--- src/rtl/match_pkg.sv ---
// Shared widths, result-field layout and FSM state encoding for match_feeder.
package match_pkg;

   localparam int ADDR_W = 10;
   localparam int COOR_W = 20;
   localparam int DES_W  = 128;
   localparam int HD_W   = 8;
   localparam int WORD_W = COOR_W + DES_W;
   localparam int RES_W  = 2 * ADDR_W + 2 * COOR_W + HD_W;

   // res_data = {main_idx, main_coor, slave_idx, slave_coor, hd}
   localparam int RES_HD_LSB    = 0;
   localparam int RES_SCOOR_LSB = RES_HD_LSB + HD_W;
   localparam int RES_SIDX_LSB  = RES_SCOOR_LSB + COOR_W;
   localparam int RES_MCOOR_LSB = RES_SIDX_LSB + ADDR_W;
   localparam int RES_MIDX_LSB  = RES_MCOOR_LSB + COOR_W;

   typedef enum logic [2:0] {
      IDLE,
      LOAD_MAIN,
      CLEAR,
      STREAM,
      WAIT_DONE,
      OUTPUT
   } feeder_state_t;

   function automatic logic [RES_W-1:0] pack_result(
      input logic [ADDR_W-1:0] main_idx,
      input logic [COOR_W-1:0] main_coor,
      input logic [ADDR_W-1:0] slave_idx,
      input logic [COOR_W-1:0] slave_coor,
      input logic [HD_W-1:0]   hd
   );
      logic [RES_W-1:0] r;
      r = '0;
      r[RES_MIDX_LSB  +: ADDR_W] = main_idx;
      r[RES_MCOOR_LSB +: COOR_W] = main_coor;
      r[RES_SIDX_LSB  +: ADDR_W] = slave_idx;
      r[RES_SCOOR_LSB +: COOR_W] = slave_coor;
      r[RES_HD_LSB    +: HD_W]   = hd;
      return r;
   endfunction

endpackage

--- src/rtl/match_feeder.sv ---
// Feeds Main/Slave descriptors to the external matcher core and returns one result per Main.
// Optional MATCH_THRESH_EN: results whose distance exceeds HD_THRESH are discarded.
module match_feeder
   import match_pkg::*;
#(
   parameter logic [HD_W-1:0] HD_THRESH = 8'd64
) (
   input  logic                clk,
   input  logic                rst_n,
   input  logic                start,
   input  logic [ADDR_W-1:0]   num_main,
   input  logic [ADDR_W-1:0]   num_slave,
   output logic [ADDR_W-1:0]   main_addr,
   input  logic [WORD_W-1:0]   main_rdata,
   output logic [ADDR_W-1:0]   slave_addr,
   input  logic [WORD_W-1:0]   slave_rdata,
   output logic                core_clear,
   output logic                core_en,
   output logic [WORD_W-1:0]   core_main,
   output logic [WORD_W-1:0]   core_slave,
   input  logic [ADDR_W-1:0]   core_index,
   input  logic [COOR_W-1:0]   core_coor,
   input  logic [HD_W-1:0]     core_min_hd,
   input  logic                core_done,
   output logic                res_valid,
   input  logic                res_ready,
   output logic [RES_W-1:0]    res_data,
   output logic                busy
);

   feeder_state_t     state;
   logic [ADDR_W-1:0] nm_q;
   logic [ADDR_W-1:0] ns_q;
   logic [ADDR_W-1:0] m_cnt;
   logic              last_main;
   logic              last_slave;
   logic              drop;

   assign last_main  = (m_cnt == nm_q - ADDR_W'(1));
   assign last_slave = (slave_addr == ns_q - ADDR_W'(1));

   // Slave memory answers one cycle after slave_addr, exactly when core_en is high.
   assign core_slave = core_en ? slave_rdata : '0;

`ifdef MATCH_THRESH_EN
   assign drop = (core_min_hd > HD_THRESH);
`else
   assign drop = 1'b0;
`endif

   always_ff @(posedge clk or negedge rst_n) begin
      if (!rst_n) begin
         state      <= IDLE;
         nm_q       <= '0;
         ns_q       <= '0;
         m_cnt      <= '0;
         main_addr  <= '0;
         slave_addr <= '0;
         core_clear <= 1'b0;
         core_en    <= 1'b0;
         core_main  <= '0;
         res_valid  <= 1'b0;
         res_data   <= '0;
         busy       <= 1'b0;
      end else begin
         core_clear <= (state == CLEAR);
         core_en    <= (state == STREAM);

         case (state)
            IDLE: begin
               if (start && (num_main != '0) && (num_slave != '0)) begin
                  nm_q      <= num_main;
                  ns_q      <= num_slave;
                  m_cnt     <= '0;
                  main_addr <= '0;
                  busy      <= 1'b1;
                  state     <= LOAD_MAIN;
               end
            end

            LOAD_MAIN: state <= CLEAR;

            CLEAR: begin
               core_main  <= main_rdata;
               slave_addr <= '0;
               state      <= STREAM;
            end

            STREAM: begin
               if (last_slave) begin
                  state <= WAIT_DONE;
               end else begin
                  slave_addr <= slave_addr + ADDR_W'(1);
               end
            end

            WAIT_DONE: begin
               if (core_done) begin
                  if (!drop) begin
                     res_data  <= pack_result(m_cnt, core_main[WORD_W-1:DES_W],
                                              core_index, core_coor, core_min_hd);
                     res_valid <= 1'b1;
                     state     <= OUTPUT;
                  end else if (last_main) begin
                     busy  <= 1'b0;
                     state <= IDLE;
                  end else begin
                     m_cnt     <= m_cnt + ADDR_W'(1);
                     main_addr <= m_cnt + ADDR_W'(1);
                     state     <= LOAD_MAIN;
                  end
               end
            end

            OUTPUT: begin
               if (res_ready) begin
                  res_valid <= 1'b0;
                  if (last_main) begin
                     busy  <= 1'b0;
                     state <= IDLE;
                  end else begin
                     m_cnt     <= m_cnt + ADDR_W'(1);
                     main_addr <= m_cnt + ADDR_W'(1);
                     state     <= LOAD_MAIN;
                  end
               end
            end

            default: state <= IDLE;
         endcase
      end
   end

endmodule

--- config.mk ---
export PLATFORM = sky130hd
export DESIGN_NAME = match_feeder
export DESIGN_NICKNAME = d
export VERILOG_FILES = /design/src/rtl/match_pkg.sv /design/src/rtl/match_feeder.sv
export SDC_FILE = /design/constraint.sdc
export NUM_CORES = 1
export LEC_CHECK = 0
export ABC_AREA = 1
export ABC_CLOCK_PERIOD_IN_PS = 4500
export CAP_MARGIN = 15
export CORE_AREA = 2 2 290 292
export CTS_CLUSTER_SIZE = 28
export DETAILED_ROUTE_END_ITERATION = 7
export DIE_AREA = 0 0 292 294
export GPL_ROUTABILITY_DRIVEN = 0
export HOLD_SLACK_MARGIN = 0.12
export REMOVE_ABC_BUFFERS = 1
export SLEW_MARGIN = 20
export SYNTH_ARGS = -nofsm -noshare
export SYNTH_HDL_FRONTEND = slang
export SYNTH_SLANG_ARGS = --single-unit
--- constraint.sdc ---
create_clock -name clk -period 4.5 [get_ports clk]
set_input_delay 0.675 -clock clk [delete_from_list [all_inputs] [get_ports clk]]
set_output_delay 0.675 -clock clk [all_outputs]
set_load 0.02 [all_outputs]
* Yosys cells after proc, flatten, opt, wreduce, memory -nomap -nowiden *
Cells that the tools add are included.

cells by class
  add/sub/neg operators = 4
  eq/ne operators = 14
  mux-type cells = 20
  reduce and logical (&&, ||, !) cells = 15

operators with widths
  kind                                                 number
  2-to-1 mux 148 bit                                   1
  2-to-1 mux 10 bit                                    4
  case mux 10 bit (2 select lines)                     2
  adder 10 x 1 -> 10 bit, second input constant        2
  equality test 10 bit                                 2
  nonzero test 10 bit                                  2
  subtractor 10 x 1 -> 10 bit, second input constant   2
  case mux 3 bit (6 select lines)                      1
  != test 2 bit, second input constant                 7
  2-to-1 mux 3 bit                                     4
  AND reduction 4 bit                                  3
  equality test 3 x 2 -> 1 bit, second input constant  2
  equality test 3 bit, second input constant           2
  2-to-1 mux 1 bit                                     6
  AND reduction 2 bit                                  3
  nonzero test 2 bit                                   3
  case mux 1 bit (2 select lines)                      2
  equality test 3 x 1 -> 1 bit, second input constant  1
  zero test 3 bit                                      1
  AND reduction 3 bit                                  1
  logical AND 1 bit                                    2

storage, ports and cells
  bits in registers = 263
  input port bits = 359
  output and inout bits = 388
  word-level logic and storage cells = 64

* Depth between registers and ports, before layout *
Gate-level depths: netlist of run 1.

  depth in word-level cells = 5
  gate-level depth with buffers = 17
  gate-level depth less buffers = 16

* Worst setup path before layout of run 1 *
OpenSTA, ideal clock, no wires.

  kind = flip-flop to output port
  start point = register core_en
  end point = output port core_slave[127]
  arrival time = 1.270 ns
  data required time = 3.825 ns
  setup slack = 2.555 ns
  stages on the path, launching flop included = 5
  path buffers = 2
  cell sequence = dfrtp_1 > clkbuf_1 > buf_1 > nand2_1 > inv_1

between the ends
  longest elaborated chain between the ends = 1

ends and longest elaborated chain
  element                   line                text
  start: declaration        match_feeder.sv:18  output logic core_en,
  start signal: assignment  match_feeder.sv:67  core_en <= (state == STREAM);
  2-to-1 mux 148 bit        match_feeder.sv:43  assign core_slave = core_en ? slave_rdata : '0;
  end: declaration          match_feeder.sv:20  output logic [WORD_W-1:0] core_slave,

No other way between the ends.

* Final worst setup path of run 1 *
  start point = register core_en
  end point = output port core_slave[37]

Same word-level chain as after synthesis.

==> results by group, run 1 <==
Drt
  – Via total after detailed routing: 12.5k
  – DR WL/cell: 17.6 microns
  – Initial drt markers: ~820
  – Final ANT Viol Nets: 0
  – 1st-pass router iterations: 5
  – Final WL: 59,800 microns
  – # DRC: 0
  – Via density: approximately 3.7

STA
  – Max Fclk: 297 MHz
  – RSZ-0062 raised after global routing: no
  – Final WS setup: 1130 ps
  – Worst Tran Pin Value: 878 ps
  – Tcrit/Tclk final: 0.748
  – Fin Clk Skew: 27.3 ps
  – Crit path time final: 3370 ps
  – Rel. slew slack: 0.415
  – Slew Viols, Final: 0
  – Hold Vio Cnt, Final: 0
  – Setup-failing EPs final: 0

Yosys
  – Post-synthesis cell type count: 35
  – Area contributors post-synth: dfrtp_1 (53%), nand2_1 (21%), inv_1 (6.7%)
  – Sequential area share after synthesis: 0.533
  – Syn_area_per_cell: 7.93 sq um
  – Post-Syn Area: between 10,000 and 15,000 sq um
  – Warnings, synthesis: 0
  – Post-Syn Instances: around 1.6k
  – Share of the synthesized area in the top cell type: 0.533
  – Area leader, netlist: dfrtp_1
  – Seq cells post-synth: between 200 and 300

Clock network
  – Setup bufs post-CTS: 0
  – CTS Hold Bufs: 0
  – Max Root-Sink Buffers: 3
  – Clk_lat worst skew: 540 ps
  – CTS HTree Levels: 2
  – Root Driver: clkbuf_16
  – CTS tree: built
  – Clock slew seen by the registers of the worst setup and hold paths: 60 ps
  – CTS resizes: 0
  – Clk sinks: 263
  – Num CTS Buffers: 35

Critical path
  – Crit path launch type: flip-flop
  – Critical Path RT: between 3000 and 4000 ps
  – Slowest stage delay, CP: 810 ps
  – Arrival @ worst endpoint: 2690 ps
  – R2R depth: 6
  – Critical path cell sequence: buf_4 -> nand2_1 -> inv_1 -> clkdlybuf4s50_1
  – Setup crit end kind: output port
  – Slowest CP cell: dfrtp_4
  – Critical path class: reg -> out
  – Bufs and invs on worst path: 3
  – CP delay by family, top: buffers and inverters
  – CP Depth: 4
  – Crit-path max FO: 51

Final layout
  – Area Growth Syn to Fin: 79.9%
  – Ratio of cells with drive above 1 in the final layout: 0.0685
  – Nets: 2,643

Floorplanning
  – # rows: 106
  – Die X: 292 microns
  – Top Ports: 747
  – Core area: 82,900 sq um
  – Starting Density: 0.149
  – DIE HEIGHT: 294 microns
  – Full die area: 85,800 sq um

Flow run
  – Max_cap viols: 0

Pwr
  – Internal Power: 8.70 mW
  – Seq pwr share: 0.279
  – Max VDD drop: 0.000461 V
  – Power Density: 689 nW/um^2
  – Sw Ratio: 0.431
  – Total Power: 15.3 mW
  – Clock share of power: 0.184
  – Switching power: around 6.6 mW
  – Total leakage power: 10.8 nW
  – Logic pwr share: 0.537

Status
  – Status: complete, no violations

GRT
  – Global-route wire length before repair: 84,700 microns
  – Largest net degree at the start of global routing: 139
  – Tot GR Track Use: 0.133
  – Gr ovfl total: 0
  – Initial antenna violation count: 12
  – Vias in the first global route: 12.2k

Hold path
  – Worst min path class: in -> async

Placed design
  – Final HPWL DP: 46,800 microns
  – Setup WS pre-CTS: 1640 ps
  – Number of port buffers: 746
## worst register-to-register path: stages (launching register included)
cell     delay [ps]
dfrtp_1         530
nor2_2          450
nand2_4         130
inv_6           390
buf_12          510
nand2_1         310
nand2_1         100
## Yosys cell counts, drive strengths merged
cell type and instances:
mux2 40, dfrtp 263, inv 238, xnor2 11, clkbuf 36, ha 4, xnor3 1, o21ai 83
nand3b 3, nor2 55, a21oi 6, nand2 701, nand4 12, nand3 39, a22oi 1, xor2 18
nor3b 1, nor4 4, buf 34, or2 1, nor3 5
## logic make-up after synthesis
| group | after synthesis | share of synthesized area |
|---|---|---|
| buffers and inverters | 308 | 0.0983 |
| AOI/OAI and AO/OA | 90 | 0.0400 |
| DFF | 263 | 0.533 |
| adders and majority gates | 4 | 0.00405 |
| and+or+nand+nor | 821 | 0.266 |
| muxes | 40 | 0.0365 |
| xor gates and xnor gates | 30 | 0.0224 |
## metrics by stage
stage,setup TNS (ps),hold WS (ps),cell area (sq um),cells,util
3_5_place_dp,0,464,21000,3323,0.254
4_1_cts,0,201,22200,3386,0.268
5_1_grt,0,227,22200,3395,0.268
3_3_place_gp,0,460,21000,3323,0.254
2_1_floorplan,-66220,379,12000,1486,-
6_report,0,191,22200,3396,0.268
## final timing paths
check | endpoint | startpoint | slack, ps
max in group asynchronous | core_main[26] | rst_n | 3340
worst min register to register | core_main[24] | core_main[24] | 480
min in group clk | core_main[24] | core_main[24] | 480
worst max register to register | core_main[28] | state[2] | 2030
worst min-delay path | res_data[7] | rst_n | 190
worst max-delay path | core_slave[37] | core_en | 1130
## power by group through the flow
stage	registers, mW	logic [mW]	clock network (mW)
after floorplan	5.45	2.88	0
after global placement	4.25	8.24	0
after detailed placement	4.26	8.29	0
after CTS	4.27	8.30	2.94
after global routing	4.41	8.85	3.05
final	4.27	8.22	2.82
## final cells by class
class                           count  area [sq um]
Antenna cell                       10          25.0
Clock buffer                       47          1000
Clock inverter                     16           161
Fill cell                        8883         60700
Inverter                          238           898
Multi-Input combinational cell    985          4570
Sequential cell                   263          6590
Tap cell                         1080          1350
Timing Repair Buffer              757          7620
## layout by cell type, fill, tap and decap left out, drive strengths merged, types with 2 or more instances in the layout
cell type / netlist / final
o21ai: 83 / 83
diode: 0 / 10
bufinv: 0 / 2
nand3: 39 / 39
dfrtp: 263 / 263
xor2: 18 / 18
mux2: 40 / 40
nor4: 4 / 4
nand2: 701 / 701
nor3: 5 / 5
clkinv: 0 / 10
nand4: 12 / 12
nor2: 55 / 55
a21oi: 6 / 6
clkdlybuf4s50: 0 / 745
nand3b: 3 / 3
clkbuf: 36 / 47
xnor2: 11 / 11
buf: 34 / 12
inv: 238 / 241
ha: 4 / 4
## per-layer routing
layer | vias up | part of all wire | global-route usage
met1 | 5814 | 0.44 | 0.172
li1 | 6107 | - | -
met3 | 64 | 0.11 | 0.0680
met2 | 534 | 0.43 | 0.190
met4 | 10 | 0.017 | 0.0304
met5 | - | 0.0088 | 0.0408
## registers in the layout (all words and copies together) (netlist names)
signal	count
core_main	148
m_cnt	10
res_valid	1
busy	1
core_clear	1
nm_q	10
res_data	68
state	3
ns_q	10
core_en	1
slave_addr	10
Power figures use the tool's default switching activity.
==> run 2, diff against run 1 <==
ABC_CLOCK_PERIOD_IN_PS = 2900   (was 4500)
CORE_AREA = 2 2 292 294   (was 2 2 290 292)
DIE_AREA = 0 0 294 296   (was 0 0 292 294)
clock period = 2.9 ns   (was 4.5 ns; I/O delays follow)
==> results by group, run 2 (same netlist as run 1, synthesis figures left out) <==
Critical path
  – Slowest stage delay, CP: 670 ps (-140 ps)
  – Crit-path max FO: 19 (-63%)
  – CP delay by family, top: buffers and inverters
  – Arrival @ worst endpoint: 2430 ps (-260 ps)
  – Crit path launch type: flip-flop
  – Bufs and invs on worst path: 3 (unchanged)
  – Critical Path RT: 2470 ps (-1360 ps)
  – Critical path cell sequence: buf_16 -> nand2_1 -> inv_1 -> clkdlybuf4s50_1
  – Setup crit end kind: output port
  – Critical path class: reg -> out
  – Slowest CP cell: dfrtp_4

Final layout
  – Register Area: 6590 sq um (unchanged)
  – Fin area: 22,200 sq um (about the same)
  – Most frequent cells in the layout: clkdlybuf4s50_1 (745), nand2_1 (693), dfrtp_1 (262)
  – Area Growth Syn to Fin: 79.8% (about the same)
  – Fill cell count: 9,075 (+2.2%)
  – Biggest regs: core_main: 148 flops, res_data: 68 flops
  – Multi-input gate area: 4580 sq um (+0.16%)
  – Top reg by flops: core_main
  – Largest register FFs: 148 (unchanged)
  – Final std cells w/o fill: 3,403 (+0.21%)
  – Nets: 2,655 (+0.45%)
  – Ratio of cells with drive above 1 in the final layout: 0.0706 (+0.00208)
  – Commonest non-fill, non-tap cell in the layout: clkdlybuf4s50_1
  – Final Util: 0.264 (-0.00434)

Floorplanning
  – Core area: 84,200 sq um (+1.6%)
  – # rows: 107 (+0.94%)
  – Die X: 294 microns (+0.68%)
  – DIE HEIGHT: 296 microns (+0.68%)
  – Full die area: 87,000 sq um (+1.4%)
  – Top Ports: 747 (unchanged)
  – Starting Density: 0.147 (-0.00233)

Placed design
  – Final HPWL DP: 48,300 microns (+3.2%)
  – Number of port buffers: 746 (unchanged)
  – Post-DP Area: 21,200 sq um (+0.80%)
  – Dpl cells: 3,347 (+0.72%)
  – Setup WS pre-CTS: 535 ps (-1100 ps)

GRT
  – Global-route wire length before repair: 86,300 microns (+1.9%)
  – Tot GR Track Use: 0.135 (+0.00275)
  – Initial antenna violation count: 8 (-4)
  – Largest net degree at the start of global routing: 139 (unchanged)
  – Vias in the first global route: 12.3k (+0.84%)
  – Gr ovfl total: 0 (unchanged)

Hold path
  – Worst min path class: in -> reg

Drt
  – # DRC: 0 (unchanged)
  – Via total after detailed routing: 12.5k (-0.056%)
  – Via density: 3.68 (-0.26%)
  – Final WL: 62,800 microns (+5.1%)
  – 1st-pass router iterations: 5 (unchanged)
  – Initial drt markers: 576 (-29%)
  – DR WL/cell: 18.5 microns (+4.8%)
  – Final ANT Viol Nets: 0 (unchanged)

Pwr
  – Clock share of power: 0.161 (-0.023)
  – Logic pwr share: 0.559 (+0.022)
  – Switching power: 10.3 mW (+56%)
  – Power Density: 1060 nW/um^2 (+54%)
  – Total leakage power: 10.8 nW (about the same)
  – Seq pwr share: 0.280 (about the same)
  – Sw Ratio: 0.438 (+0.00610)
  – Max VDD drop: 0.000508 V (+10%)
  – Internal Power: 13.2 mW (+52%)
  – Total Power: 23.5 mW (+54%)

Clock network
  – Clk_lat worst skew: 590 ps (+50 ps)
  – Clock slew seen by the registers of the worst setup and hold paths: 70 ps (about the same)
  – Max Root-Sink Buffers: 3 (unchanged)
  – CTS HTree Levels: 1 (-1)
  – Num CTS Buffers: 31 (-11%)
  – Root Driver: clkbuf_16
  – CTS tree: built
  – Clk sinks: 263 (unchanged)

STA
  – Rel. slew slack: 0.304 (-0.111)
  – Hold Vio Cnt, Final: 0 (unchanged)
  – Setup TNS: 0 ps (unchanged)
  – Crit path time final: around 2900 ps
  – Worst Tran Pin Value: 1040 ps (+166 ps)
  – Fin Clk Skew: 24.2 ps (-3.16 ps)
  – Worst hold margin: 370 ps (+180 ps)
  – Max Fclk: 349 MHz
  – Final WS setup: 34.9 ps (-1100 ps)
  – Tcrit/Tclk final: 0.988
  – Slew Viols, Final: 0 (unchanged)
  – Setup-failing EPs final: 0 (unchanged)

Flow run
  – Max_cap viols: 0 (unchanged)

Status
  – Status: complete, no violations
-- run 2: cell count changes in the layout (fill, tap and decap cells not counted), moves of 3 or more --
cell,previous run,this run
buf_4,6,16
diode_2,10,4
clkbuf_16,36,31
buf_12,5,9
clkinv_2,8,4
nand2_1,696,693
nand2_2,2,5
-- run 2: final cells by class --
cell class                 instances  share of cell area
tap                             1090              0.0614
clock inverter                     8             0.00344
inverter                         238              0.0405
timing repair buffer             773               0.352
antenna                            4            0.000451
multi-input combinational        985               0.206
sequential                       263               0.297
clock buffer                      42              0.0395
-- run 2: per-layer routing --
layer | vias up | global-route usage | routed length (microns) | share of wire
li1 | 6104 | - | - | -
met1 | 5855 | 0.179 | 27800 | 0.44
met2 | 469 | 0.197 | 26700 | 0.43
met3 | 84 | 0.0646 | 6990 | 0.11
met4 | 10 | 0.0309 | 1260 | 0.020
met5 | - | 0.00942 | 72 | 0.0011
-- run 2: worst paths after layout --
check                                start              to  slack (ps)  cells past startpoint
max reg2reg                        ns_q[0]        state[2]         710                     13
min in group asynchronous            rst_n     res_data[4]         440                      2
max in group asynchronous            rst_n     res_data[5]        1710                      3
min reg2reg                  core_main[53]   core_main[53]         480                      2
min                        main_rdata[100]  core_main[100]         370                      3
max                                core_en  core_slave[49]          30                      4
-- run 2: power by group through the flow --
stage                     Sequential, mW  Combinational (mW)  Clock (mW)
after floorplan                     8.45                4.47           0
after CTS                           6.61                13.1        3.91
final                               6.59                13.1        3.77
after global placement              6.58                13.0           0
after detailed placement            6.61                13.1           0
after global routing                6.80                14.1        4.05
-- run 2: repair_timing --
action / CTS / global route
hold buffers: 1 / 0
endpoints found under the setup margin: 0 / 44
resized for setup: 0 / 3
setup buffers: 0 / 1
hold endpoints to repair: 65 / 0
-- run 2: worst register-to-register path, cell delays in order (launching register included) --
cell and delay, ps:
dfrtp_1 430, inv_2 80, ha_1 200, nand3_2 130, inv_2 90, nand2_1 50, nand2_1 50, nand2_1 40
nor2_1 90, nand2_1 100, o21ai_2 410, nand3_1 230, nand2_1 100, o21ai_1 70
==> run 3, diff against run 2 <==
CTS_CLUSTER_SIZE = 16   (was 28)
==> results by group, run 3 (same netlist as run 1, synthesis figures left out) <==
Critical path
  – FF-to-FF Start: state[0]
  – Arrival @ worst endpoint: 2430 ps (about the same)
  – Setup crit end kind: output port
  – CP Depth: 4 (unchanged)
  – Slowest stage delay, CP: 670 ps (about the same)
  – Slowest CP cell: dfrtp_4
  – CP delay by family, top: buffers and inverters
  – Crit-path max FO: 19 (unchanged)
  – RR Endpoint: m_cnt[6]
  – Setup crit start: core_en
  – Critical path cell sequence: buf_16 -> nand2_1 -> inv_1 -> clkdlybuf4s50_1
  – Reg2reg setup slack: 710 ps (about the same)
  – Bufs and invs on worst path: 3 (unchanged)
  – Critical path class: reg -> out
  – Critical Path RT: 2470 ps (about the same)
  – R2R depth: 8 (-5)
  – CP endpoint: core_slave[49]
  – Crit path launch type: flip-flop

Drt
  – Met2 WL: 26,800 microns (+0.34%)
  – Highest Signal Layer: met5
  – Initial drt markers: 616 (+6.9%)
  – Final WL: 63,000 microns (+0.36%)
  – Wl on met1: 27,800 microns (about the same)
  – DR WL/cell: 18.5 microns (+0.21%)
  – # DRC: 0 (unchanged)
  – Final ANT Viol Nets: 0 (unchanged)
  – Met3 routed wirelength: 7160 microns (+2.3%)
  – 1st-pass router iterations: 5 (unchanged)
  – Via total after detailed routing: 12.6k (+0.27%)
  – Via density: 3.68 (+0.12%)

Clock network
  – Max Root-Sink Buffers: 3 (unchanged)
  – Clk sinks: 263 (unchanged)
  – Root Driver: clkbuf_16
  – Clock slew seen by the registers of the worst setup and hold paths: 70 ps (about the same)
  – Clk_lat worst skew: 600 ps (about the same)
  – CTS tree: built
  – CTS HTree Levels: 1 (unchanged)
  – Num CTS Buffers: 31 (unchanged)

GRT
  – Gr ovfl total: 0 (unchanged)
  – Vias in the first global route: 12.3k (+0.13%)
  – Tot GR Track Use: 0.136 (+0.000253)
  – Largest net degree at the start of global routing: 139 (unchanged)
  – Initial antenna violation count: 8 (unchanged)
  – Global-route wire length before repair: 86,400 microns (+0.11%)

STA
  – Worst hold margin: 364 ps (-6.44 ps)
  – Slew Viols, Final: 0 (unchanged)
  – Setup-failing EPs final: 0 (unchanged)
  – Max Fclk: 349 MHz (about the same)
  – Worst Tran Pin Value: 1040 ps (-5.70 ps)
  – Fin Clk Skew: 31.8 ps (+7.61 ps)
  – Tcrit/Tclk final: 0.988 (about the same)
  – Crit path time final: 2870 ps (+1.32 ps)
  – Rel. slew slack: 0.308 (+0.00380)
  – Hold Vio Cnt, Final: 0 (unchanged)

Floorplanning
  – DIE HEIGHT: 296 microns (unchanged)
  – Core area: 84,200 sq um (unchanged)
  – Starting Density: 0.147 (unchanged)
  – Full die area: 87,000 sq um (unchanged)
  – # rows: 107 (unchanged)
  – Die X: 294 microns (unchanged)
  – Top Ports: 747 (unchanged)

Final layout
  – Final Util: 0.265 (+0.00116)
  – Most frequent cells in the layout: clkdlybuf4s50_1 (745), nand2_1 (693), dfrtp_1 (262)
  – Nets: 2,655 (unchanged)
  – Commonest non-fill, non-tap cell in the layout: clkdlybuf4s50_1
  – Biggest regs: core_main: 148 flops, res_data: 68 flops
  – Largest register FFs: 148 (unchanged)
  – Area Growth Syn to Fin: 80.6%
  – Ratio of cells with drive above 1 in the final layout: 0.0717 (+0.00114)
  – Top reg by flops: core_main

Placed design
  – Final HPWL DP: 48,300 microns (unchanged)
  – Number of port buffers: 746 (unchanged)

Pwr
  – Total Power: 23.8 mW (+1.5%)
  – Power Density: 1070 nW/um^2 (+1.0%)
  – Total leakage power: 10.9 nW (+0.42%)
  – Max VDD drop: 0.000508 V (-0.12%)

Flow run
  – Max_cap viols: 0 (unchanged)

Hold path
  – Worst min path class: in -> reg

Status
  – Status: complete, no violations
-- run 3: cell count changes in the layout (fill, tap and decap cells not counted), sizes merged --
cell,previous run,this run
bufinv,1,4
clkinv,5,4
inv,240,241
clkbuf,42,44
-- run 3: layer usage --
| layer | global-route usage | up-vias |
|---|---|---|
| met5 | 0.00942 | - |
| met3 | 0.0645 | 84 |
| met1 | 0.179 | 5857 |
| met4 | 0.0307 | 10 |
| li1 | - | 6111 |
| met2 | 0.198 | 494 |
-- run 3: worst min-delay path, delay by kind of cell --
family        cells  cell delay (ps)
simple gates      2              100
buf+inv           1              390
-- run 3: power breakdown --
group | internal (mW) | total (mW) | switching, mW
Combinational | 5.65 | 13.2 | 7.51
Clock | 2.46 | 4.10 | 1.63
Sequential | 5.39 | 6.59 | 1.20
-- run 3: worst min path at each step --
stage               cells after the start  slack [ps]       startpoint        endpoint
global placement                        2         460    core_main[81]   core_main[81]
finish                                  3         360  main_rdata[100]  core_main[100]
detailed placement                      2         460    core_main[43]   core_main[43]
global route                            3         350   main_rdata[64]   core_main[64]
floorplan                               0         140            rst_n            busy
CTS                                     3         320   main_rdata[75]   core_main[75]
-- run 3: area by class of cell --
type,count,area [sq um]
Fill cell,9064,61900
Timing Repair Buffer,773,7810
Sequential cell,263,6590
Multi-Input combinational cell,985,4580
Tap cell,1090,1360
Inverter,238,898
Clock buffer,44,885
Clock inverter,11,166
Antenna cell,4,10.0
-- run 3: stage by stage --
stage | instances | setup slack [ps] | setup TNS, ps | cell area, sq um
final | 3408 | 33.6 | 0 | 22300
after floorplan | 1486 | -2140 | -392180 | 12000
after global placement | 3347 | 532 | 0 | 21200
after global routing | 3407 | -0.797 | -0.797 | 22300
after detailed placement | 3347 | 535 | 0 | 21200
after CTS | 3403 | 7.31 | 0 | 22300
-- run 3: timing repair --
action                                  CTS  global route
setup buffers                             0             1
resized for setup                         0             3
endpoints found under the hold margin    65             0
endpoints found under the setup margin    0            44
hold buffers                              1             0
